File: src/rtl/seg7_pkg.sv
// Shared glyph table, segment indices and leading-zero helper for the
// seven-segment scan driver.
package seg7_pkg;

  localparam int MAX_DIGITS = 16;

  localparam int SEG_A  = 0;
  localparam int SEG_B  = 1;
  localparam int SEG_C  = 2;
  localparam int SEG_D  = 3;
  localparam int SEG_E  = 4;
  localparam int SEG_F  = 5;
  localparam int SEG_G  = 6;
  localparam int SEG_DP = 7;

  typedef logic [0:6] glyph_t;

  // Active-high a..g, segment a in bit 0.
  localparam glyph_t GLYPH_TABLE [16] = '{
    7'b1111110, 7'b0110000, 7'b1101101, 7'b1111001,
    7'b0110011, 7'b1011011, 7'b1011111, 7'b1110000,
    7'b1111111, 7'b1111011, 7'b1110111, 7'b0011111,
    7'b1001110, 7'b0111101, 7'b1001111, 7'b1000111
  };

  // Bit i set when nibble i and every nibble above it (up to digits-1) are
  // zero; bit 0 and bits at or above digits are always clear.
  function automatic logic [MAX_DIGITS-1:0] lzb_mask(
    input logic [4*MAX_DIGITS-1:0] value,
    input int                      digits
  );
    logic above_zero;
    above_zero = 1'b1;
    lzb_mask   = '0;
    for (int i = MAX_DIGITS - 1; i >= 1; i--) begin
      if (i < digits) begin
        above_zero  = above_zero && (value[4*i +: 4] == 4'h0);
        lzb_mask[i] = above_zero;
      end else begin
        lzb_mask[i] = 1'b0;
      end
    end
  endfunction

endpackage

File: src/rtl/seg7_glyph_rom.sv
// Combinational hex-nibble to seven-segment glyph lookup.
module seg7_glyph_rom
  import seg7_pkg::*;
(
  input  logic [3:0] nibble,
  output logic [0:6] segs
);

  // Table lookup on the nibble currently being scanned.
  always_comb begin
    segs = GLYPH_TABLE[nibble];
  end

endmodule

File: src/rtl/seg7_scan_driver.sv
// Time-multiplexed 7-segment driver with frame-synchronous value updates,
// optional leading-zero blanking and per-slot anode dead time.
module seg7_scan_driver
  import seg7_pkg::*;
#(
  parameter int DIGITS     = 4,
  parameter int CLK_DIV    = 50000,
  parameter int BLANK_CYC  = 16,
  parameter bit ACTIVE_LOW = 1'b1,
  parameter bit LZB        = 1'b0
) (
  input  logic                  clk,
  input  logic                  rst,
  input  logic [4*DIGITS-1:0]   value,
  input  logic [DIGITS-1:0]     dp_in,
  input  logic [DIGITS-1:0]     blank_in,
  input  logic                  load,
  output logic [DIGITS-1:0]     an,
  output logic [0:7]            d,
  output logic                  frame_done
);

  localparam int PCW = (CLK_DIV > 1) ? $clog2(CLK_DIV) : 1;
  localparam int IW  = (DIGITS > 1) ? $clog2(DIGITS) : 1;

  localparam logic [PCW-1:0] PC_LAST  = PCW'(CLK_DIV - 1);
  localparam logic [PCW-1:0] PC_PRE   = PCW'(CLK_DIV - 2);
  localparam logic [IW-1:0]  IDX_LAST = IW'(DIGITS - 1);

  logic [PCW-1:0]          pc_r;
  logic [IW-1:0]           idx_r;
  logic [4*DIGITS-1:0]     pend_value_r;
  logic [DIGITS-1:0]       pend_dp_r;
  logic [DIGITS-1:0]       pend_blank_r;
  logic [4*DIGITS-1:0]     act_value_r;
  logic [DIGITS-1:0]       act_dp_r;
  logic [DIGITS-1:0]       act_blank_r;
  logic [DIGITS-1:0]       an_r;
  logic [0:7]              d_r;
  logic                    frame_done_r;

  logic                    pc_last_s;
  logic                    boundary_s;
  logic                    pre_boundary_s;
  logic [4*MAX_DIGITS-1:0] value_ext_s;
  logic [MAX_DIGITS-1:0]   lzb_full_s;
  logic [3:0]              cur_nib_s;
  logic                    cur_dp_s;
  logic                    cur_blank_s;
  logic                    cur_lzb_s;
  logic [DIGITS-1:0]       onehot_s;
  logic [0:6]              glyph_s;
  logic                    lit_s;
  logic [0:7]              d_raw_s;
  logic [DIGITS-1:0]       an_nxt_s;
  logic [0:7]              d_nxt_s;

  assign pc_last_s      = (pc_r == PC_LAST);
  assign boundary_s     = pc_last_s && (idx_r == IDX_LAST);
  // frame_done is registered, so decode the cycle just before the boundary.
  assign pre_boundary_s = (pc_r == PC_PRE) && (idx_r == IDX_LAST);

  // Prescaler and digit index counters.
  always_ff @(posedge clk or posedge rst) begin
    if (rst) begin
      pc_r  <= '0;
      idx_r <= '0;
    end else if (pc_last_s) begin
      pc_r  <= '0;
      idx_r <= (idx_r == IDX_LAST) ? '0 : idx_r + IW'(1);
    end else begin
      pc_r  <= pc_r + PCW'(1);
    end
  end

  // Pending register set, written by the load strobe.
  always_ff @(posedge clk or posedge rst) begin
    if (rst) begin
      pend_value_r <= '0;
      pend_dp_r    <= '0;
      pend_blank_r <= '0;
    end else if (load) begin
      pend_value_r <= value;
      pend_dp_r    <= dp_in;
      pend_blank_r <= blank_in;
    end
  end

  // Active register set; takes the pre-edge pending contents at the boundary.
  always_ff @(posedge clk or posedge rst) begin
    if (rst) begin
      act_value_r <= '0;
      act_dp_r    <= '0;
      act_blank_r <= '0;
    end else if (boundary_s) begin
      act_value_r <= pend_value_r;
      act_dp_r    <= pend_dp_r;
      act_blank_r <= pend_blank_r;
    end
  end

  // Leading-zero mask over the active value, widened for the package helper.
  always_comb begin
    value_ext_s                 = '0;
    value_ext_s[4*DIGITS-1:0]   = act_value_r;
    lzb_full_s                  = lzb_mask(value_ext_s, DIGITS);
  end

  // Select the active fields of the digit under scan.
  always_comb begin
    cur_nib_s   = 4'h0;
    cur_dp_s    = 1'b0;
    cur_blank_s = 1'b0;
    cur_lzb_s   = 1'b0;
    onehot_s    = '0;
    for (int i = 0; i < DIGITS; i++) begin
      onehot_s[i] = (idx_r == IW'(i));
      cur_nib_s   = cur_nib_s | (act_value_r[4*i +: 4] & {4{onehot_s[i]}});
      cur_dp_s    = cur_dp_s | (act_dp_r[i] & onehot_s[i]);
      cur_blank_s = cur_blank_s | (act_blank_r[i] & onehot_s[i]);
    end
    for (int i = 0; i < MAX_DIGITS; i++) begin
      cur_lzb_s = cur_lzb_s | (lzb_full_s[i] & (int'(idx_r) == i));
    end
  end

  seg7_glyph_rom u_glyph_rom (
    .nibble (cur_nib_s),
    .segs   (glyph_s)
  );

  // Next anode/segment pattern, polarity applied last.
  always_comb begin
    lit_s                   = (int'(pc_r) >= BLANK_CYC) && !cur_blank_s && !(LZB && cur_lzb_s);
    d_raw_s                 = 8'h00;
    d_raw_s[SEG_A:SEG_G]    = glyph_s;
    d_raw_s[SEG_DP]         = cur_dp_s;
    if (lit_s) begin
      an_nxt_s = onehot_s ^ {DIGITS{ACTIVE_LOW}};
      d_nxt_s  = d_raw_s ^ {8{ACTIVE_LOW}};
    end else begin
      an_nxt_s = {DIGITS{ACTIVE_LOW}};
      d_nxt_s  = {8{ACTIVE_LOW}};
    end
  end

  // Output registers.
  always_ff @(posedge clk or posedge rst) begin
    if (rst) begin
      an_r         <= {DIGITS{ACTIVE_LOW}};
      d_r          <= {8{ACTIVE_LOW}};
      frame_done_r <= 1'b0;
    end else begin
      an_r         <= an_nxt_s;
      d_r          <= d_nxt_s;
      frame_done_r <= pre_boundary_s;
    end
  end

  assign an         = an_r;
  assign d          = d_r;
  assign frame_done = frame_done_r;

endmodule
File: config.mk
export PLATFORM = sky130hd
export DESIGN_NAME = seg7_scan_driver
export DESIGN_NICKNAME = d
export VERILOG_FILES = /design/src/rtl/seg7_pkg.sv /design/src/rtl/seg7_glyph_rom.sv /design/src/rtl/seg7_scan_driver.sv
export SDC_FILE = /design/constraint.sdc
export NUM_CORES = 1
export LEC_CHECK = 0
export CORE_MARGIN = 2
export CORE_UTILIZATION = 60
export DETAILED_ROUTE_END_ITERATION = 10
export PLACE_DENSITY = 0.88
export SYNTH_ARGS = -nofsm -noshare
export SYNTH_HDL_FRONTEND = slang
export SYNTH_SLANG_ARGS = --single-unit
File: constraint.sdc
create_clock -name clk -period 7.9 [get_ports clk]
set_clock_uncertainty 0.2 [all_clocks]
set_input_delay 1.58 -clock clk [delete_from_list [all_inputs] [get_ports clk]]
set_output_delay 1.58 -clock clk [all_outputs]
set_load 0.05 [all_outputs]
* Word-level counts from Yosys, hierarchy flattened
Memory sizes are Yosys's and may differ from the RTL's.
Cells that the tools add are included.
** Word-level totals
- Bits in registers :: 79
- ROM bits :: 112
- Input bits :: 27
- Output and inout bits :: 13
- Logic and storage cells :: 56
- Memories kept :: 1
** Memory list
- (no name shown) :: words 16, width 7, read ports 1, clocked after memory_dff 0, write ports 0, RTL line seg7_glyph_rom.sv:11 : segs = GLYPH_TABLE[nibble];
** Cells by class
- $add $sub $neg :: 2
- Order comparisons :: 2
- Equal/unequal tests :: 5
- Muxes and demuxes :: 6
- Bitwise logic cells :: 24
- Reduce and logical (&&, ||, !) cells :: 5
** Operator list (number)
- $eq 16x16->1 const B :: 2
- $add 16x1->16 const B :: 1
- $and 4x4->4 :: 4
- $ge 16x5->1 const B :: 1
- $mux 16 :: 1
- $mux 7 :: 2
- $or 4x4->4 :: 3
- $and 1x1->1 :: 8
- $mux 8 :: 1
- $not 8->8 :: 1
- $or 1x1->1 :: 6
- $ge 5x5->1 const B :: 1
- $not 4->5 :: 1
- $eq 2x2->1 const B :: 2
- $mux 4 :: 1
- $not 4->4 :: 1
- $logic_and 1x1->1 :: 3
- $add 2x1->2 const B :: 1
- $eq 2x1->1 const B :: 1
- $logic_not 2->1 :: 1
- $mux 2 :: 1
- $logic_not 1->1 :: 1

* Longest topological paths before layout
Gate-level depths: netlist (run 1).
- Depth in word-level cells :: 11
- Mapped depth :: 11
- Gate-level depth less buffers :: 10

* Hierarchy
Synthesis (run 1) repeated with hierarchy kept, for this count alone.
** Unflattened totals
- Cell total of the unflattened synthesis :: 276
- Area, all modules :: 3540.9 sq um
** Modules (own cells, without submodules)
- seg7_scan_driver :: times used 1, cells each 243, area each 3250.6 sq um, sequential area each 1991.9 sq um
- seg7_glyph_rom :: times used 1, cells each 33, area each 290.3 sq um, sequential area each 0.0 sq um

* Worst setup path after synthesis (run 1)
OpenSTA, ideal clock, no wires.
- Path kind :: input port to flip-flop
- Start point :: in load
- End point :: reg pend_blank_r[0]
- Setup time :: 0.125 ns
- Arrival time :: 2.498 ns
- Data required time :: 7.575 ns
- Path slack :: 5.077 ns
- Stages on the path :: 3
- Path buffers :: 2
- Cell sequence :: clkbuf_1 > clkbuf_1 > mux2_2
** RTL lines
- from (decl) :: RTL line seg7_scan_driver.sv:17 : input logic load,
- to (signal assigned) :: RTL line seg7_scan_driver.sv:85 : pend_blank_r <= blank_in;
- to (decl) :: RTL line seg7_scan_driver.sv:34 : logic [DIGITS-1:0] pend_blank_r;
No word-level cell between the ends.

* Final worst setup path (run 1)
- Start point :: reg an_r[1], in the netlist an[1]
- End point :: out an[1]
** RTL lines
- from (decl) :: RTL line seg7_scan_driver.sv:38 : logic [DIGITS-1:0] an_r;
- from (signal assigned) :: RTL line seg7_scan_driver.sv:150 : an_r <= {DIGITS{ACTIVE_LOW}};
- from (signal assigned) :: RTL line seg7_scan_driver.sv:154 : an_r <= an_nxt_s;
- to (decl) :: RTL line seg7_scan_driver.sv:18 : output logic [DIGITS-1:0] an,
No word-level cell between the ends.

==> flow_summary.toml, run 1 <==
[placed_design]
pre_cts_slack_ns = 4.38
portBuffers = 39
placed_cell_area_mm2 = 0.00402
gp_congestion = 0.838
hpwl_mm = 4.21
place_inst = 381

[min_path]
hold-path-cell-count = 1
min_to = "pc_r[7]"
hold_start = "pc_r[7]"
hold_path.class = "register to register"

[final_layout]
fin_area_mm2 = 0.00424
regArea_mm2 = 0.00199
fill_cells = 385
n_antenna_cell = 0
layout.cells.non_filler = 397
fin_nets = 357
syn_to_final_growth_pct = 17.9
drive_gt1_frac = 0.248
utilization = 0.724
multi_input_area_mm2 = 0.00150

[die]
floorplan.initialDensity = 0.614
fp.dieW_um = 81.4
coreArea_mm2 = 0.00585
dieArea_mm2 = 0.00662
pin_count = 40
die_h_um = 81.4
rows = 28

[synth]
synth_top_flop_cell = "dfrtp_1"
syn_area_per_cell_um2 = 12.9
synth_nets = 318
synth-async-reset-ratio = 1.00
synth_cell_type_count = 38
synth_top_area_cell = "dfrtp_1"
ys_ff_latch = 79
seq_area_frac_synth = 0.554
netlist.area_leader.share = 0.467
yosysMostFrequentCell = "dfrtp_1"
synthCells = 278
synth_edf_count = 0
mappedNetlistArea_mm2 = 0.00359
synth_area_leaders = "dfrtp_1 47%, dfstp_2 8.8%, mux2_2 8.8%"
yosys_warnings = 0
yosys-top-cells-count = "67 x dfrtp_1, 28 x mux2_2, 20 x mux2_4"

[detailed_routing]
vias = 2242
drc = 0
drt_pre_antenna_iters = 4
drt-wirelength-per-cell_um = 15.8
ant_nets = 0
wirelength_mm = 6.26
viasPerCell = 5.65
drt_iter0_drc = 121

[power]
p_per_area_mw_per_mm2 = 185
ir_drop_v = 0.000178
leakage_nw = 1.94

[run]
max-cap-violations = 0

[critical_path]
cp-start-kind = "register"
r2r_end = "d[5]"
r2r_start = "idx_r[0]"
cp_cell_sequence = "clkdlybuf4s50_1"
crit_path_end_kind = "output port"
critPathMaxStageDelay_ns = 0.79
path_max_fanout = 1
critPathBufInv = 1
ff2ff_path_depth = 9
crit_type = "register to output port"
ff2ff_setup_slack_ns = 5.16
cpMaxStageDelayCell = "clkdlybuf4s50_1"
arrival_ns = 1.66
critPathTopFamily = "buffers and inverters"
required_ns = 6.12

[clock_tree]
root_buffer = "clkbuf_8"
path_clk_slew_ns = 0.08
post_cts_buffers = 0
clk_latency_ns = 0.35
htreeDepth = 3
cts_buffers = 9
cts_tree = "yes"
clk_path_buf_depth = 2
post_cts_resized = 0
cts_hold_buf = 0
cts.sinks = 79

[timing]
final.period_utilization = 0.435
fin_setup_tns_ns = 0
max_clock_freq_mhz = 291
finalMaxSlewViolations = 0
rsz0062_at_grt = "no"
final-hold-violation-count = 0
tightest_slew_ns = 1.04
setup_viol = 0
timing.final.crit_period_ns = 3.44
worst_slack_ns = 4.46
slew_headroom = 0.302

[global_routing]
grt_pass1_wl_mm = 10.7
grt_pass1_vias = 2234
overflow = 0
grt_use_total = 0.218
grt_antenna_before_repair = 0
grt_max_degree = 80

[outcome]
status = "complete, no violations"
-- metal layers --
metal	up-vias	wire, µm	global-route usage
met1	1120	2850	0.290
li1	1062	-	-
met4	0	118	0.0932
met3	11	195	0.0422
met5	-	0	0
met2	49	3100	0.351
-- power by group --
group	internal [mW]	switching [mW]
clock	0.177	0.145
combinational	0.0229	0.0141
sequential	0.417	0.00676
total	0.616	0.166
-- cell usage in the layout, fill, tap and decap left out, types with 3 or more instances in the layout --
cell	instances
nor2_1	15
a21oi_1	4
xor2_1	5
o21ai_0	5
dfrtp_1	67
a22oi_1	12
xnor2_1	7
inv_1	10
and2_1	3
clkbuf_8	9
nor3_1	5
nand3_1	12
nor4_1	3
a211oi_1	3
mux2_2	28
ha_1	13
dfstp_2	12
clkdlybuf4s50_1	39
nand2_1	16
mux2_4	20
-- stage by stage --
stage          hold slack (ns)  power [mW]
2_1_floorplan            0.256       0.450
3_3_place_gp             0.280       0.467
3_5_place_dp             0.285       0.469
4_1_cts                  0.298       0.787
5_1_grt                  0.318       0.812
6_report                 0.297       0.783
-- sequential cells by signal (all words and copies together), names as in the netlist --
register / cells
act_blank_r: 4
d: 8
pend_dp_r: 4
pc_r: 16
act_value_r: 16
act_dp_r: 4
pend_value_r: 16
pend_blank_r: 4
idx_r: 2
an: 4
frame_done: 1
-- worst max path at each step --
stage | from | end | slack (ns) | cells past startpoint
detailed placement | load | pend_dp_r[2] | 4.38 | 2
floorplan | rst | act_blank_r[0] | 4.12 | 1
global route | d[5] | d[5] | 4.42 | 1
CTS | an[1] | an[1] | 4.45 | 1
global placement | load | pend_dp_r[1] | 4.42 | 2
finish | an[1] | an[1] | 4.46 | 1
-- kinds of logic after synthesis --
family                   synth area share
multiplexers                        0.174
adder cells (fa/ha/maj)            0.0453
AND/OR/NAND/NOR                    0.0971
buffers and inverters              0.0289
AO/OA/AOI/OAI                      0.0710
XOR/XNOR                           0.0292
flip-flops                          0.554
-- cell type report --
cell class | instances | share of cell area
Inverter | 11 | 0.00975
Clock inverter | 6 | 0.0201
Timing Repair Buffer | 40 | 0.0939
Multi-Input combinational cell | 176 | 0.354
Clock buffer | 10 | 0.0301
Tap cell | 75 | 0.0222
Sequential cell | 79 | 0.470
Power figures use the tool's default switching activity.
==> run 2, diff against run 1 <==
- CORE_UTILIZATION: 60 -> 56
- PLACE_DENSITY: 0.88 -> 0.83
- clock period: 7.9 -> 3.6 ns (I/O delays scaled with it)
==> run 2 against run 1 <==
Net effect:
- core utilization decreased by 4.9 points
- combinational power increased by 130%
- sequential cell count unchanged
- global-route usage decreased by 2.5 points
- clock power increased by 97%
- non-clock buffer count increased by 1
- cell area about the same
- wire length about the same
- sequential share of layout area about the same
==> flow_summary.toml, run 2 (synthesis gave the netlist of run 1 again) <==
[global_routing]
overflow = 0
grt_pass1_vias = 2308
grt_max_degree = 80
grt_antenna_before_repair = 0
grt_pass1_wl_mm = 10.8
grt_use_total = 0.193

[timing]
max_clock_freq_mhz = 371
timing.final.crit_period_ns = 2.69
fin_setup_tns_ns = 0
final.period_utilization = 0.748
rsz0062_at_grt = "no"
worst_slack_ns = 0.907
finalMaxSlewViolations = 0
slew_headroom = 0.539
setup_viol = 0
tightest_slew_ns = 0.689
final-hold-violation-count = 0

[critical_path]
path_max_fanout = 24
cp-start-kind = "register"
arrival_ns = 2.72
crit_type = "register to register"
required_ns = 3.63
crit_path_end_kind = "register"

[clock_tree]
clk_latency_ns = 0.35
cts_hold_buf = 0
cts.sinks = 79
path_clk_slew_ns = 0.08
cts_tree = "yes"
clk_path_buf_depth = 2
post_cts_buffers = 0
post_cts_resized = 0
root_buffer = "clkbuf_8"
htreeDepth = 3
cts_buffers = 9

[power]
p_per_area_mw_per_mm2 = 389
ir_drop_v = 0.000394
leakage_nw = 1.94

[die]
pin_count = 40
dieArea_mm2 = 0.00707
rows = 29
fp.dieW_um = 84.1
floorplan.initialDensity = 0.572
coreArea_mm2 = 0.00628
die_h_um = 84.1

[detailed_routing]
wirelength_mm = 6.27
drc = 0
vias = 2231
ant_nets = 0
drt_pre_antenna_iters = 4
drt-wirelength-per-cell_um = 15.7
drt_iter0_drc = 127
viasPerCell = 5.58

[final_layout]
layout_common_cells = "67 x dfrtp_1, 39 x clkdlybuf4s50_1, 28 x mux2_2, 20 x mux2_4, 16 x nand2_1"
drive_gt1_frac = 0.251
final_common_cell = "dfrtp_1"
reg.largest.list = "act_value_r (16), pc_r (16), pend_value_r (16)"
fin_nets = 358
syn_to_final_growth_pct = 17.8
n_antenna_cell = 0

[placed_design]
hpwl_mm = 4.30
gp_congestion = 0.851
portBuffers = 39
pre_cts_slack_ns = 0.940

[min_path]
hold_path.class = "register to register"

[run]
max-cap-violations = 0

[outcome]
status = "complete, no violations"
## run 2: area by class of cell
cell class | count | area, µm²
repair buffers | 41 | 418
clock inverters | 6 | 61.3
inverters | 11 | 41.3
flip-flops and latches | 79 | 1990
clock buffers | 10 | 128
well taps | 77 | 96.3
multi-input cells | 176 | 1500
fillers | 469 | 2040
## run 2: final timing paths
kind	startpoint	end	slack (ns)	depth (start not counted)
max	pc_r[13]	act_blank_r[1]	0.91	4
max in group asynchronous	rst	d[4]	2.27	3
min reg2reg	pc_r[7]	pc_r[7]	0.30	1
min	pc_r[7]	pc_r[7]	0.30	1
max reg2reg	pc_r[13]	act_blank_r[1]	0.91	4
min in group asynchronous	rst	pc_r[7]	0.56	3
## run 2: metal layers
layer | up-vias | track usage | routed length (µm)
met4 | 0 | 0.0792 | 102
li1 | 1063 | - | -
met5 | - | 0 | 0
met2 | 49 | 0.313 | 3130
met1 | 1110 | 0.255 | 2810
met3 | 9 | 0.0396 | 223
## run 2: worst max-delay path: stages, from the launching register on
cell and delay, ns:
dfrtp_1 0.42, or4_4 0.57, nor4_4 0.49, nand3_4 0.43
mux2_4 0.44
## run 2: per-stage QoR
stage	util	hold slack (ns)	cells	cell area, µm²	power (mW)
after CTS	0.675	0.303	400	4230	1.67
after global routing	0.675	0.324	400	4230	1.71
after floorplan	-	0.256	278	3590	0.987
after global placement	0.644	0.279	384	4050	1.03
final	0.675	0.297	400	4230	1.65
after detailed placement	0.644	0.290	384	4050	1.03
## run 2: power breakdown
group / internal (mW) / switching, mW
registers: 0.915 / 0.0151
logic: 0.0520 / 0.0317
clock network: 0.318 / 0.317
total: 1.28 / 0.364
==> run 3, diff against run 2 <==
- CORE_UTILIZATION: 56 -> 50
- PLACE_DENSITY: 0.83 -> 0.79
- clock period: 3.6 -> 2.4 ns (I/O delays scaled with it)
==> run 3 against run 2 <==
Net effect:
- cell area rose by 4.2%
- core utilization fell by 3.2 points
- non-clock buffer count rose by 14
- register-to-register slack got worse by 0.77 ns
- highest routed layer unchanged
==> flow_summary.toml, run 3 (synthesis gave the netlist of run 1 again) <==
[detailed_routing]
vias = 2259
wirelength_mm = 6.63
drt_pre_antenna_iters = 4
drt_iter0_drc = 146
ant_nets = 0
drc = 0
viasPerCell = 5.22
drt-wirelength-per-cell_um = 15.3

[die]
pin_count = 40
die_h_um = 88.8
rows = 30
coreArea_mm2 = 0.00687
floorplan.initialDensity = 0.523
dieArea_mm2 = 0.00788
fp.dieW_um = 88.8

[critical_path]
crit_path_end_kind = "output port"
path_max_fanout = 1
critPathTopFamily = "buffers and inverters"
arrival_ns = 1.66
cp-start-kind = "register"
crit_type = "register to output port"
critPathMaxStageDelay_ns = 0.79
critPathBufInv = 1
required_ns = 1.72
cpMaxStageDelayCell = "clkdlybuf4s50_1"
cp_cell_sequence = "clkdlybuf4s50_1"

[timing]
fin_setup_tns_ns = 0
final-hold-violation-count = 0
final.period_utilization = 0.976
finalMaxSlewViolations = 0
rsz0062_at_grt = "no"
max_clock_freq_mhz = 427
slew_headroom = 0.668
setup_viol = 0
tightest_slew_ns = 0.496
timing.final.crit_period_ns = 2.34

[run]
max-cap-violations = 0

[placed_design]
portBuffers = 39
gp_congestion = 0.968
hpwl_mm = 4.84

[power]
ir_drop_v = 0.000493
leakage_nw = 2.02
p_per_area_mw_per_mm2 = 570
finalPower_mw = 2.51

[global_routing]
grt_max_degree = 39
grt_use_total = 0.192
overflow = 0
grt_pass1_vias = 2302
grt_antenna_before_repair = 0
grt_pass1_wl_mm = 11.4

[clock_tree]
clk_path_buf_depth = 2
cts_buffers = 9
post_cts_resized = 0
cts_hold_buf = 0
cts.sinks = 79
path_clk_slew_ns = 0.08
post_cts_buffers = 0
htreeDepth = 3
root_buffer = "clkbuf_8"
cts_tree = "yes"
clk_latency_ns = 0.35

[final_layout]
final_common_cell = "dfrtp_1"
syn_to_final_growth_pct = 22.7
fin_nets = 372
reg.largest.list = "act_value_r (16), pc_r (16), pend_value_r (16)"
n_antenna_cell = 0
drive_gt1_frac = 0.294
layout_common_cells = "67 x dfrtp_1, 39 x clkdlybuf4s50_1, 28 x mux2_2, 20 x mux2_4, 16 x nand2_1"

[min_path]
hold_path.class = "primary input to asynchronous set/reset pin"

[outcome]
status = "complete, no violations"
[run 3: cell count changes in the layout (fill, tap and decap cells not counted), moves of 2 or more]
cell        before  now
buf_12           1    3
buf_4            1   13
clkinv_2         3    1
clkinvlp_4       1    4
[run 3: through the flow]
step	utilization	area [µm²]	std cells	setup WS (ns)	hold slack [ns]
after global placement	0.612	4200	417	0.0987	0.281
after detailed placement	0.612	4200	417	0.0676	0.288
after CTS	0.641	4400	433	0.0363	0.280
after floorplan	-	3600	278	0.0885	0.256
after global routing	0.642	4410	433	0.00260	0.294
final	0.642	4410	433	0.0587	0.278
[run 3: worst paths after layout]
kind / start / end / slack (ns) / depth (start not counted)
setup / recovery: d[7] / d[7] / 0.06 / 1
hold / removal: rst / pend_value_r[12] / 0.28 / 2
setup reg to reg: pc_r[13] / act_value_r[2] / 0.14 / 5
hold reg to reg: pc_r[7] / pc_r[7] / 0.30 / 1
max in group asynchronous: rst / d[7] / 1.14 / 3
min in group clk: pc_r[7] / pc_r[7] / 0.30 / 1
[run 3: metal layers]
| layer | routed length, µm | GRT usage | vias to the layer above |
|---|---|---|---|
| met1 | 2940 | 0.259 | 1103 |
| met4 | 117 | 0.0716 | 0 |
| met2 | 3310 | 0.303 | 54 |
| met5 | 0 | 0 | - |
| met3 | 259 | 0.0494 | 8 |
| li1 | - | - | 1094 |
[run 3: layout make-up]
| type | instances | area (µm²) |
|---|---|---|
| flip-flops and latches | 79 | 1990 |
| clock inverters | 5 | 57.6 |
| repair buffers | 55 | 548 |
| fillers | 526 | 2460 |
| clock buffers | 11 | 141 |
| multi-input cells | 176 | 1510 |
| well taps | 96 | 120 |
| inverters | 11 | 45.0 |
[run 3: power breakdown]
| part | switching, mW | internal, mW | leakage, nW |
|---|---|---|---|
| logic | 0.0493 | 0.0813 | 0.936 |
| registers | 0.0226 | 1.37 | 0.992 |
| clock network | 0.482 | 0.507 | 0.0916 |
[run 3: worst reg2reg max path: cells and delay by family, from the launching register on]
kind	cells	cell delay, ns
AND/OR/NAND/NOR	3	1.04
multiplexers	1	0.32
flip-flops	1	0.39
buffers and inverters	1	0.19
